==> src/rtl/serial_add_seq.sv <==
// ---------------------------------------------------------------------------
// serial_add_seq
//
// Sequencer around an external bit-serial adder. A pair of WIDTH-bit operands
// is accepted over a valid/ready handshake and shifted out LSB-first on
// ser_a / ser_b. The adder's sum bits are shifted back in and its final
// carry is captured. The parallel result is then offered over a second
// valid/ready handshake.
//
// Ports
//   clk, rst            clock (rising edge), asynchronous active-high reset
//   in_valid/in_ready   operand handshake; in_ready is high only in IDLE
//   in_a, in_b          operands, sampled only on the accepting edge
//   ser_en              a bit is presented to the adder this cycle
//   ser_start           first bit of an operation (adder carry-in = 0)
//   ser_a, ser_b        current operand bits (0 when ser_en is low)
//   ser_sum, ser_cy     adder sum / carry-out for the current bit
//   out_valid/out_ready result handshake; held stable until accepted
//   out_sum, out_cy     (in_a + in_b) mod 2^WIDTH and the MSB carry-out
// ---------------------------------------------------------------------------
module serial_add_seq #(
    parameter int WIDTH = 4
) (
    input  logic             clk,
    input  logic             rst,
    input  logic             in_valid,
    output logic             in_ready,
    input  logic [WIDTH-1:0] in_a,
    input  logic [WIDTH-1:0] in_b,
    output logic             ser_en,
    output logic             ser_start,
    output logic             ser_a,
    output logic             ser_b,
    input  logic             ser_sum,
    input  logic             ser_cy,
    output logic             out_valid,
    input  logic             out_ready,
    output logic [WIDTH-1:0] out_sum,
    output logic             out_cy
);

    localparam int CW = (WIDTH > 1) ? $clog2(WIDTH) : 1;
    localparam logic [CW-1:0] LAST = CW'(WIDTH - 1);

    typedef enum logic [1:0] {
        IDLE  = 2'd0,
        SHIFT = 2'd1,
        DONE  = 2'd2
    } state_t;

    state_t           state_q,   state_d;
    logic [WIDTH-1:0] a_sh_q,    a_sh_d;
    logic [WIDTH-1:0] b_sh_q,    b_sh_d;
    logic [WIDTH-1:0] sum_sh_q,  sum_sh_d;
    // Separate result register so out_sum holds its last value while
    // sum_sh is busy collecting bits of the next operation.
    logic [WIDTH-1:0] out_sum_q, out_sum_d;
    logic             cy_q,      cy_d;
    logic [CW-1:0]    cnt_q,     cnt_d;

    logic             shifting;
    logic [WIDTH-1:0] sum_in;

    assign shifting = (state_q == SHIFT);
    // Incoming sum bit lands in the MSB; after WIDTH shifts bit 0 is the LSB.
    assign sum_in   = {ser_sum, sum_sh_q[WIDTH-1:1]};

    assign in_ready  = (state_q == IDLE);
    assign out_valid = (state_q == DONE);
    assign out_sum   = out_sum_q;
    assign out_cy    = cy_q;

    // Serial outputs are gated so they read 0 whenever no bit is presented.
    assign ser_en    = shifting;
    assign ser_start = shifting && (cnt_q == '0);
    assign ser_a     = shifting && a_sh_q[0];
    assign ser_b     = shifting && b_sh_q[0];

    always_comb begin
        state_d   = state_q;
        a_sh_d    = a_sh_q;
        b_sh_d    = b_sh_q;
        sum_sh_d  = sum_sh_q;
        out_sum_d = out_sum_q;
        cy_d      = cy_q;
        cnt_d     = cnt_q;
        case (state_q)
            IDLE: begin
                if (in_valid) begin
                    a_sh_d  = in_a;
                    b_sh_d  = in_b;
                    cnt_d   = '0;
                    state_d = SHIFT;
                end
            end
            SHIFT: begin
                a_sh_d   = a_sh_q >> 1;
                b_sh_d   = b_sh_q >> 1;
                sum_sh_d = sum_in;
                if (cnt_q == LAST) begin
                    // Last bit: capture final carry and the completed sum;
                    // the counter stays at LAST rather than wrapping.
                    cy_d      = ser_cy;
                    out_sum_d = sum_in;
                    state_d   = DONE;
                end else begin
                    cnt_d = cnt_q + CW'(1);
                end
            end
            DONE: begin
                if (out_ready) begin
                    state_d = IDLE;
                end
            end
            default: begin
                state_d = IDLE;
            end
        endcase
    end

    always_ff @(posedge clk or posedge rst) begin
        if (rst) begin
            state_q   <= IDLE;
            a_sh_q    <= '0;
            b_sh_q    <= '0;
            sum_sh_q  <= '0;
            out_sum_q <= '0;
            cy_q      <= 1'b0;
            cnt_q     <= '0;
        end else begin
            state_q   <= state_d;
            a_sh_q    <= a_sh_d;
            b_sh_q    <= b_sh_d;
            sum_sh_q  <= sum_sh_d;
            out_sum_q <= out_sum_d;
            cy_q      <= cy_d;
            cnt_q     <= cnt_d;
        end
    end

endmodule

==> config.mk <==
export PLATFORM = sky130hd
export DESIGN_NAME = serial_add_seq
export DESIGN_NICKNAME = d
export VERILOG_FILES = /design/src/rtl/serial_add_seq.sv
export SDC_FILE = /design/constraint.sdc
export NUM_CORES = 1
export LEC_CHECK = 0
export CAP_MARGIN = 20
export CORE_MARGIN = 2
export CORE_UTILIZATION = 47
export DETAILED_ROUTE_END_ITERATION = 8
export PLACE_DENSITY_LB_ADDON = 0.08
export SKIP_LAST_GASP = 1
export SYNTH_ARGS = -nofsm -noshare
export SYNTH_HDL_FRONTEND = slang
export SYNTH_SLANG_ARGS = --single-unit
==> constraint.sdc <==
create_clock -name clk -period 1.9 [get_ports clk]
set_clock_uncertainty 0.1 [all_clocks]
set_input_delay 0.57 -clock clk [delete_from_list [all_inputs] [get_ports clk]]
set_output_delay 0.57 -clock clk [all_outputs]
set_load 0.05 [all_outputs]
==> results of run 1 <==
power by group:
group	switching [mW]	total (mW)	internal (mW)	leakage, nW
clock	0.117	0.190	0.0737	0.0138
combinational	1.02	2.01	0.985	0.414
sequential	0.153	0.779	0.626	0.244
total	1.29	2.98	1.68	0.672
worst max path at each step:
stage | from | endpoint | slack [ps] | cells after the start
3_3_place_gp | in_valid | b_sh_q[2] | 80 | 4
6_report | state_q[1] | ser_b | 10 | 4
4_1_cts | state_q[1] | out_valid | 0.8 | 4
2_1_floorplan | state_q[1] | ser_a | 40 | 4
3_5_place_dp | in_valid | a_sh_q[1] | 7 | 4
5_1_grt | state_q[1] | ser_start | -40 | 4
cells by family after synthesis:
kind of cell / synth area share, %
DFF: 51.35
adders and majority gates: 2.567
and+or+nand+nor: 15.66
buffers and inverters: 6.804
muxes: 7.702
AOI/OAI and AO/OA: 15.92
metrics by stage:
stage	hold WS (ps)	instance area, um^2	instances
after floorplan	345.9	979.7	92
after detailed placement	369.8	1365	143
after global routing	432.3	1464	153
after global placement	359.8	1365	143
after CTS	391.2	1430	150
final	391.6	1464	153
layout make-up:
class | count | area (um^2)
repair buffers | 35 | 436.7
well taps | 27 | 33.78
multi-input cells | 60 | 432.9
flip-flops and latches | 20 | 500.5
fillers | 138 | 498.0
clock buffers | 3 | 22.52
inverters | 8 | 37.54
flip-flops by register name (all words and copies together) (netlist names):
name,flops
out_cy,1
state_q,2
b_sh_q,4
a_sh_q,4
sum_sh_q,3
cnt_q,2
out_sum,4
worst max-delay path, cell delays in order (launching register included):
cell and delay, ps:
sky130_fd_sc_hd__dfrtp_1 410, sky130_fd_sc_hd__nand2b_4 180, sky130_fd_sc_hd__inv_8 70, sky130_fd_sc_hd__and2_4 150, sky130_fd_sc_hd__buf_12 130
routing by layer:
layer	share of wire (%)	wire length, um	vias up
met5	0	0	-
met4	0.67	14	0
met3	5.1	107	2
met2	53	1099	25
met1	41	865	400
li1	-	-	386
cells in the final DEF (no fill, tap or decap), types with 2 or more instances in the layout:
| cell type | Yosys | layout |
|---|---|---|
| sky130_fd_sc_hd__clkbuf_4 | 0 | 3 |
| sky130_fd_sc_hd__nand2_1 | 12 | 12 |
| sky130_fd_sc_hd__dfrtp_1 | 20 | 20 |
| sky130_fd_sc_hd__o22ai_1 | 10 | 10 |
| sky130_fd_sc_hd__buf_12 | 0 | 11 |
| sky130_fd_sc_hd__mux2_4 | 5 | 5 |
| sky130_fd_sc_hd__nor3_1 | 2 | 2 |
| sky130_fd_sc_hd__inv_2 | 2 | 4 |
| sky130_fd_sc_hd__o31ai_1 | 2 | 2 |
| sky130_fd_sc_hd__buf_4 | 1 | 10 |
| sky130_fd_sc_hd__nor2_4 | 0 | 2 |
| sky130_fd_sc_hd__and2_4 | 0 | 3 |
| sky130_fd_sc_hd__nor2_1 | 5 | 3 |
| sky130_fd_sc_hd__clkdlybuf4s50_1 | 0 | 13 |
| sky130_fd_sc_hd__a21oi_1 | 7 | 7 |
| sky130_fd_sc_hd__nand2b_1 | 2 | 2 |
| sky130_fd_sc_hd__o21ai_1 | 2 | 2 |
| sky130_fd_sc_hd__inv_1 | 5 | 3 |
repair_timing:
| action | CTS | global route |
|---|---|---|
| pin swaps | 0 | 2 |
| setup endpoints to repair | 4 | 5 |
| resized for setup | 4 | 5 |
| hold endpoints to repair | 0 | 0 |
| buffers inserted | 4 | 3 |
==> out/results.txt, run 1 <==
Share of synthesized flip-flops with an asynchronous set or reset: 100.0%. Among all flip-flop cells after synthesis, the most frequent one is sky130_fd_sc_hd__dfrtp_1. Final-layout setup total negative slack: 0 ps.

The fraction of the cycle the final worst path needs was 99.39%. Core footprint: 1962 um^2. For the wire length after detailed routing, the log shows 2.088 mm. The number of levels the H-tree was split into was 1. The actual transition at the worst max-transition pin is 329.1 ps. The count of buffers added on input and output ports is 24. Distinct cell type count after synthesis: 26. Along the worst path, the maximum fanout reaches 6. TritonCTS built the clock tree. The final setup violation count is 0. Flop and latch count out of synthesis: 20. The run gives 0 as the global route total overflow. Dividing the detail-routed wire length by the instance count gives 13.65 um. 0 antenna diodes ended up in the layout. In the final layout, the share of cells above drive strength 1 is 34.13%.

Sequential cells were found to cover 51.35% of the synthesized design area. Across the VDD grid, the largest voltage drop is 1.272 mV. The tools report the share of the core filled with cells as 74.62%. The worst hold path begins at sum_sh_q[1]. Ranked by total cell area, the synthesized netlist is headed by sky130_fd_sc_hd__dfrtp_1, sky130_fd_sc_hd__mux2_4, sky130_fd_sc_hd__o22ai_1, sky130_fd_sc_hd__nand2_1, sky130_fd_sc_hd__a21oi_1. The setup path with the least slack is of type reg -> out. The Yosys step of the flow raised 0 warnings. The run gives 3.601 mm as the global-route wire length before repair. For the number of rows in the core area, the log shows 16.

The logs give 0 for the number of max-slew violations in the final report and 0.5296 GHz for the highest clock frequency the design can meet. The worst hold path belongs to the class reg -> reg. Via count of the first global-routing pass: 821.

Clock-pin slew was measured on the worst setup and hold paths at 100 ps. In this run the clock root is driven by a sky130_fd_sc_hd__clkbuf_4. The initial antenna violation count was 0. Buffers inserted to repair hold after CTS numbered 0. By count the netlist is led by sky130_fd_sc_hd__dfrtp_1, sky130_fd_sc_hd__nand2_1, sky130_fd_sc_hd__o22ai_1. The met1 usage is 23.03%, and the synthesized area per cell is 10.59 um^2. CTS saw 20 sinks. STA classifies the critical path startpoint as a flop. Setup repair after global routing could not meet its margin everywhere.

The height of the die is 49.54 um. For the count of mapped cells out of synthesis, the log shows 92. Yosys mapped a number of flops with a built-in enable equal to 0. The endpoint identified for the worst register-to-register timing path is out_sum[1]. At the end of the flow, the number of nets in the layout was 144. STA classifies the critical path endpoint as a primary output. Die extent in x: 49.54 um. For the effective utilization at floorplan, the log shows 49.68%.

For the final count of hold timing violations, the log shows 0. Headroom to the max-slew limit came out at 78.06%. The detailed-route vias per instance came out at 5.314. Pin placement for this block handled 25 I/O pins. The run gives 1.489 mm as the post-DP HPWL. Required time of the critical path: 1230 ps. From synthesis to final layout, the design area changed by 50.19%. In this run the remaining antenna-violating nets after routing total 0. Maximum number of pins on one net before global-route repair: 21. No sink is reached through more buffers than the 2 on the longest clock path.

The clock latency at the later pin of the worst-skew pair was 290 ps; the minimum setup slack among reg-to-reg paths was 280 ps. The congestion estimate from routability-driven global placement came to 0.7329. The largest area contributor in the synthesized netlist is sky130_fd_sc_hd__dfrtp_1. When the netlist entered floorplanning its net count stood at 108. The run finished with clean final reports.

The total global-route track usage was 19.08%; the number of search-and-repair iterations in the first detailed-routing pass was 4. In the routed design, unresolved DRC markers number 0. In this run the static leakage power is 0.6719 nW.

Startpoint of the worst-slack reg-to-reg timing path: cnt_q[0]. At the placement stage, the worst setup path has a slack of 6.590 ps. The worst path needs 1888 ps of the cycle, external delays included. The die covers 2454 um^2. The worst hold path was traced through 2 stages.

The dominant cell by count in the synthesized netlist was sky130_fd_sc_hd__dfrtp_1. The hold path endpoint was sum_sh_q[1]. The max-capacitance violation count was 0; the met2 capacity usage during global routing was 33.78%. The final route contains 813 vias. The proportion of netlist area held by the largest area contributor was 51.35%; the fraction of met3 tracks used by global routing was 3.333%. The worst path meets setup with 11.66 ps of slack. The mapped netlist covers 974.7 um^2. The count of cells along the worst register-to-register path was 5; the overall power consumption was 2.976 mW. For this design the ratio of total power to cell area is 2033 nW/um^2. The logs give 1220 ps for the data arrival time of the worst path and 3 for the number of CTS-inserted buffers. For this block, the initial DRC count from the detailed router was 24. met2 is the most crowded layer.
No activity file was read; power rests on OpenSTA's default activity.
==> run 2: changes to the inputs <==
==> constraint.sdc (replaced) <==
create_clock -name clk -period 1.9 [get_ports clk]
set_clock_uncertainty 0.1 [all_clocks]
set_input_delay 0.38 -clock clk [delete_from_list [all_inputs] [get_ports clk]]
set_output_delay 0.38 -clock clk [all_outputs]
set_load 0.05 [all_outputs]
==> out/results.txt, run 2 (synthesis results as in run 1) <==
The count of cells along the worst register-to-register path was 3; the I/O pin total was 25. The post-layout instance area was 1313 um^2. In the layout the commonest cells are sky130_fd_sc_hd__dfrtp_1, sky130_fd_sc_hd__clkdlybuf4s50_1, sky130_fd_sc_hd__nand2_1. The required time of the critical path is 1420 ps, and the global-route wire length before repair is 3.291 mm. The clock network accounts for 7.5% of the total power. For this run, the number of standard cells in the final layout without fillers is 145. The run gives 1962 um^2 as the core footprint.

Buffers inserted to repair hold after CTS numbered 0. For the data arrival time of the worst path, the log shows 1330 ps. For this run, design rule violations remaining after detail routing come to 0.

The total via count after detailed routing came out at 776. For the initial antenna violation count, the log shows 0. Of the available clock period, the critical path in the final layout requires 95.43%. Commonest non-fill, non-tap cell in the layout: sky130_fd_sc_hd__dfrtp_1. The clock tree root driver cell was sky130_fd_sc_hd__clkbuf_4. Path type of the worst setup path: reg -> out. The die is 49.54 um tall.

The count of input and output buffers was 24. For the total placed cells including tap cells, the log shows 142. The clock period minus worst slack is 1813 ps, and the number of levels the H-tree was split into is 1.

Setup repair after global routing left no endpoint under its margin. The run gives 16 as the number of rows in the core area. On the critical path, the stage with the largest delay is an instance of sky130_fd_sc_hd__dfrtp_1. Summed over all layers, the routed wires come to 1.898 mm.

TritonCTS built the clock tree. Traced cell by cell, the critical path runs through nand2b_4 -> inv_8 -> and2_1 -> buf_12. After clock tree synthesis, the setup repair step added 0 buffers. In this run switching power makes up 45.73% of total power.

The logs give 17.65% for the total global-route track usage and 1.186 mW for the net switching power figure. The clock passes through at most 2 buffers. The effective utilization at floorplan was 49.68%; the post-cts repair resize count was 0. The share of post-route cells with drive strength above 1 works out to 22.88%. For this block, the initial DRC count from the detailed router was 10. VDD sags by at most 1.025 mV. Diode insertion count for antenna repair: 0. The die extent in x was 49.54 um; the max-capacitance violation count was 0.

In this run, CTS created clock tree buffers numbering 3. The number of routed nets with antenna violations was 0. The congestion estimate from routability-driven global placement came to 0.7624.

The run finished with clean final reports. STA classifies the critical path endpoint as a primary output. The power per unit of standard cell area is 1977 nW/um^2, and the number of max-slew violations in the final report is 0. The combinational group share of total power came out at 63.6%. The top fanout value on the critical path works out to 8.

Entering global routing, the biggest net connects 21 pins. After global routing the overflow that remains totals 0. Summed over all nets, the half-perimeter wirelength after detailed placement is 1.395 mm.

The final-layout setup total negative slack is 0 ps. The worst hold path belongs to the class in -> async. Setup violations remaining at the end of the flow were counted as 0. For this run, the post-layout net count is 136.

The kind of start point of the critical path is a flop. In the routed layout, each cell is associated on average with a via count of 5.352. The sequential share of power is 28.9%. The die covers 2454 um^2.

Via count of the first global-routing pass: 697. On the final layout, the worst hold slack is 292.5 ps. Summed over all cells, the static leakage comes to 0.6059 nW.

The internal portion of the total power is 1.408 mW. The clock sink total came out at 20. After clock tree synthesis, the clock-pin slew on the worst setup and hold paths is 100 ps. The first detailed-routing pass took 4 iterations.

On the worst path, the slowest cell contributes a delay of 390 ps. The highest clock frequency the design can meet is 0.5515 GHz, and the actual transition at the worst max-transition pin is 351.7 ps. The headroom to the max-slew limit came out at 76.48%. The clock reaches the later pin of the worst-skew pair after 300 ps. In the final routed layout, each cell accounts on average for 13.09 um.

The placed instances occupy a cell area of 1290 um^2. Relative to the synthesized area, the layout overhead comes to 34.66%. The run gives 0 as the final count of hold timing violations.
==> run 2: cell types whose count changed in the layout (fill, tap and decap cells not counted), moves of 2 or more <==
| cell | delta |
|---|---|
| sky130_fd_sc_hd__and2_1 | +3 |
| sky130_fd_sc_hd__and2_4 | -3 |
| sky130_fd_sc_hd__buf_12 | -5 |
| sky130_fd_sc_hd__buf_4 | -2 |
| sky130_fd_sc_hd__inv_1 | +2 |
| sky130_fd_sc_hd__inv_2 | -2 |
| sky130_fd_sc_hd__nor2_1 | +2 |
| sky130_fd_sc_hd__nor2_4 | -2 |
==> run 2: cell type report <==
cell class	instances	area, um^2
sequential	20	500.5
inverter	8	37.54
fill	175	649.4
multi-input combinational	60	407.9
clock buffer	3	22.52
timing repair buffer	27	310.3
tap	27	33.78
==> run 2: final timing paths <==
kind / slack (ps) / start / end
max: 90 / state_q[1] / ser_start
min: 290 / rst / cnt_q[1]
max reg2reg: 510 / cnt_q[0] / out_sum[0]
min reg2reg: 390 / sum_sh_q[1] / sum_sh_q[1]
max in group asynchronous: 1190 / rst / cnt_q[0]
min in group clk: 390 / sum_sh_q[1] / sum_sh_q[1]
==> run 2: metal layers <==
layer	track usage, %	wire length [um]	part of all wire, %	vias up
li1	-	-	-	379
met1	24.25	815	43	367
met2	27.56	935	49	25
met3	3.333	112	5.9	5
met4	6.944	35	1.8	0
met5	0	0	0	-
==> run 2: metrics by stage <==
step	util, %	total power [mW]	worst slack [ps]
floorplan	-	1.864	167.5
global placement	65.75	2.383	195.5
detailed placement	65.75	2.424	147.0
CTS	66.90	2.623	69.58
global route	66.90	2.777	17.48
finish	66.90	2.594	86.84
==> run 2: worst max-delay path, delay by kind of cell, from the launching register on <==
| kind | cells | cell delay (ps) |
|---|---|---|
| flip-flops | 1 | 390 |
| AND/OR/NAND/NOR | 2 | 380 |
| buffers and inverters | 2 | 260 |
==> run 2: power groups by stage <==
stage	clock network, mW	registers [mW]	logic, mW
after floorplan	0	0.911	0.953
final	0.194	0.751	1.65
after CTS	0.200	0.754	1.67
after global placement	0	0.750	1.63
after detailed placement	0	0.764	1.66
after global routing	0.226	0.775	1.78
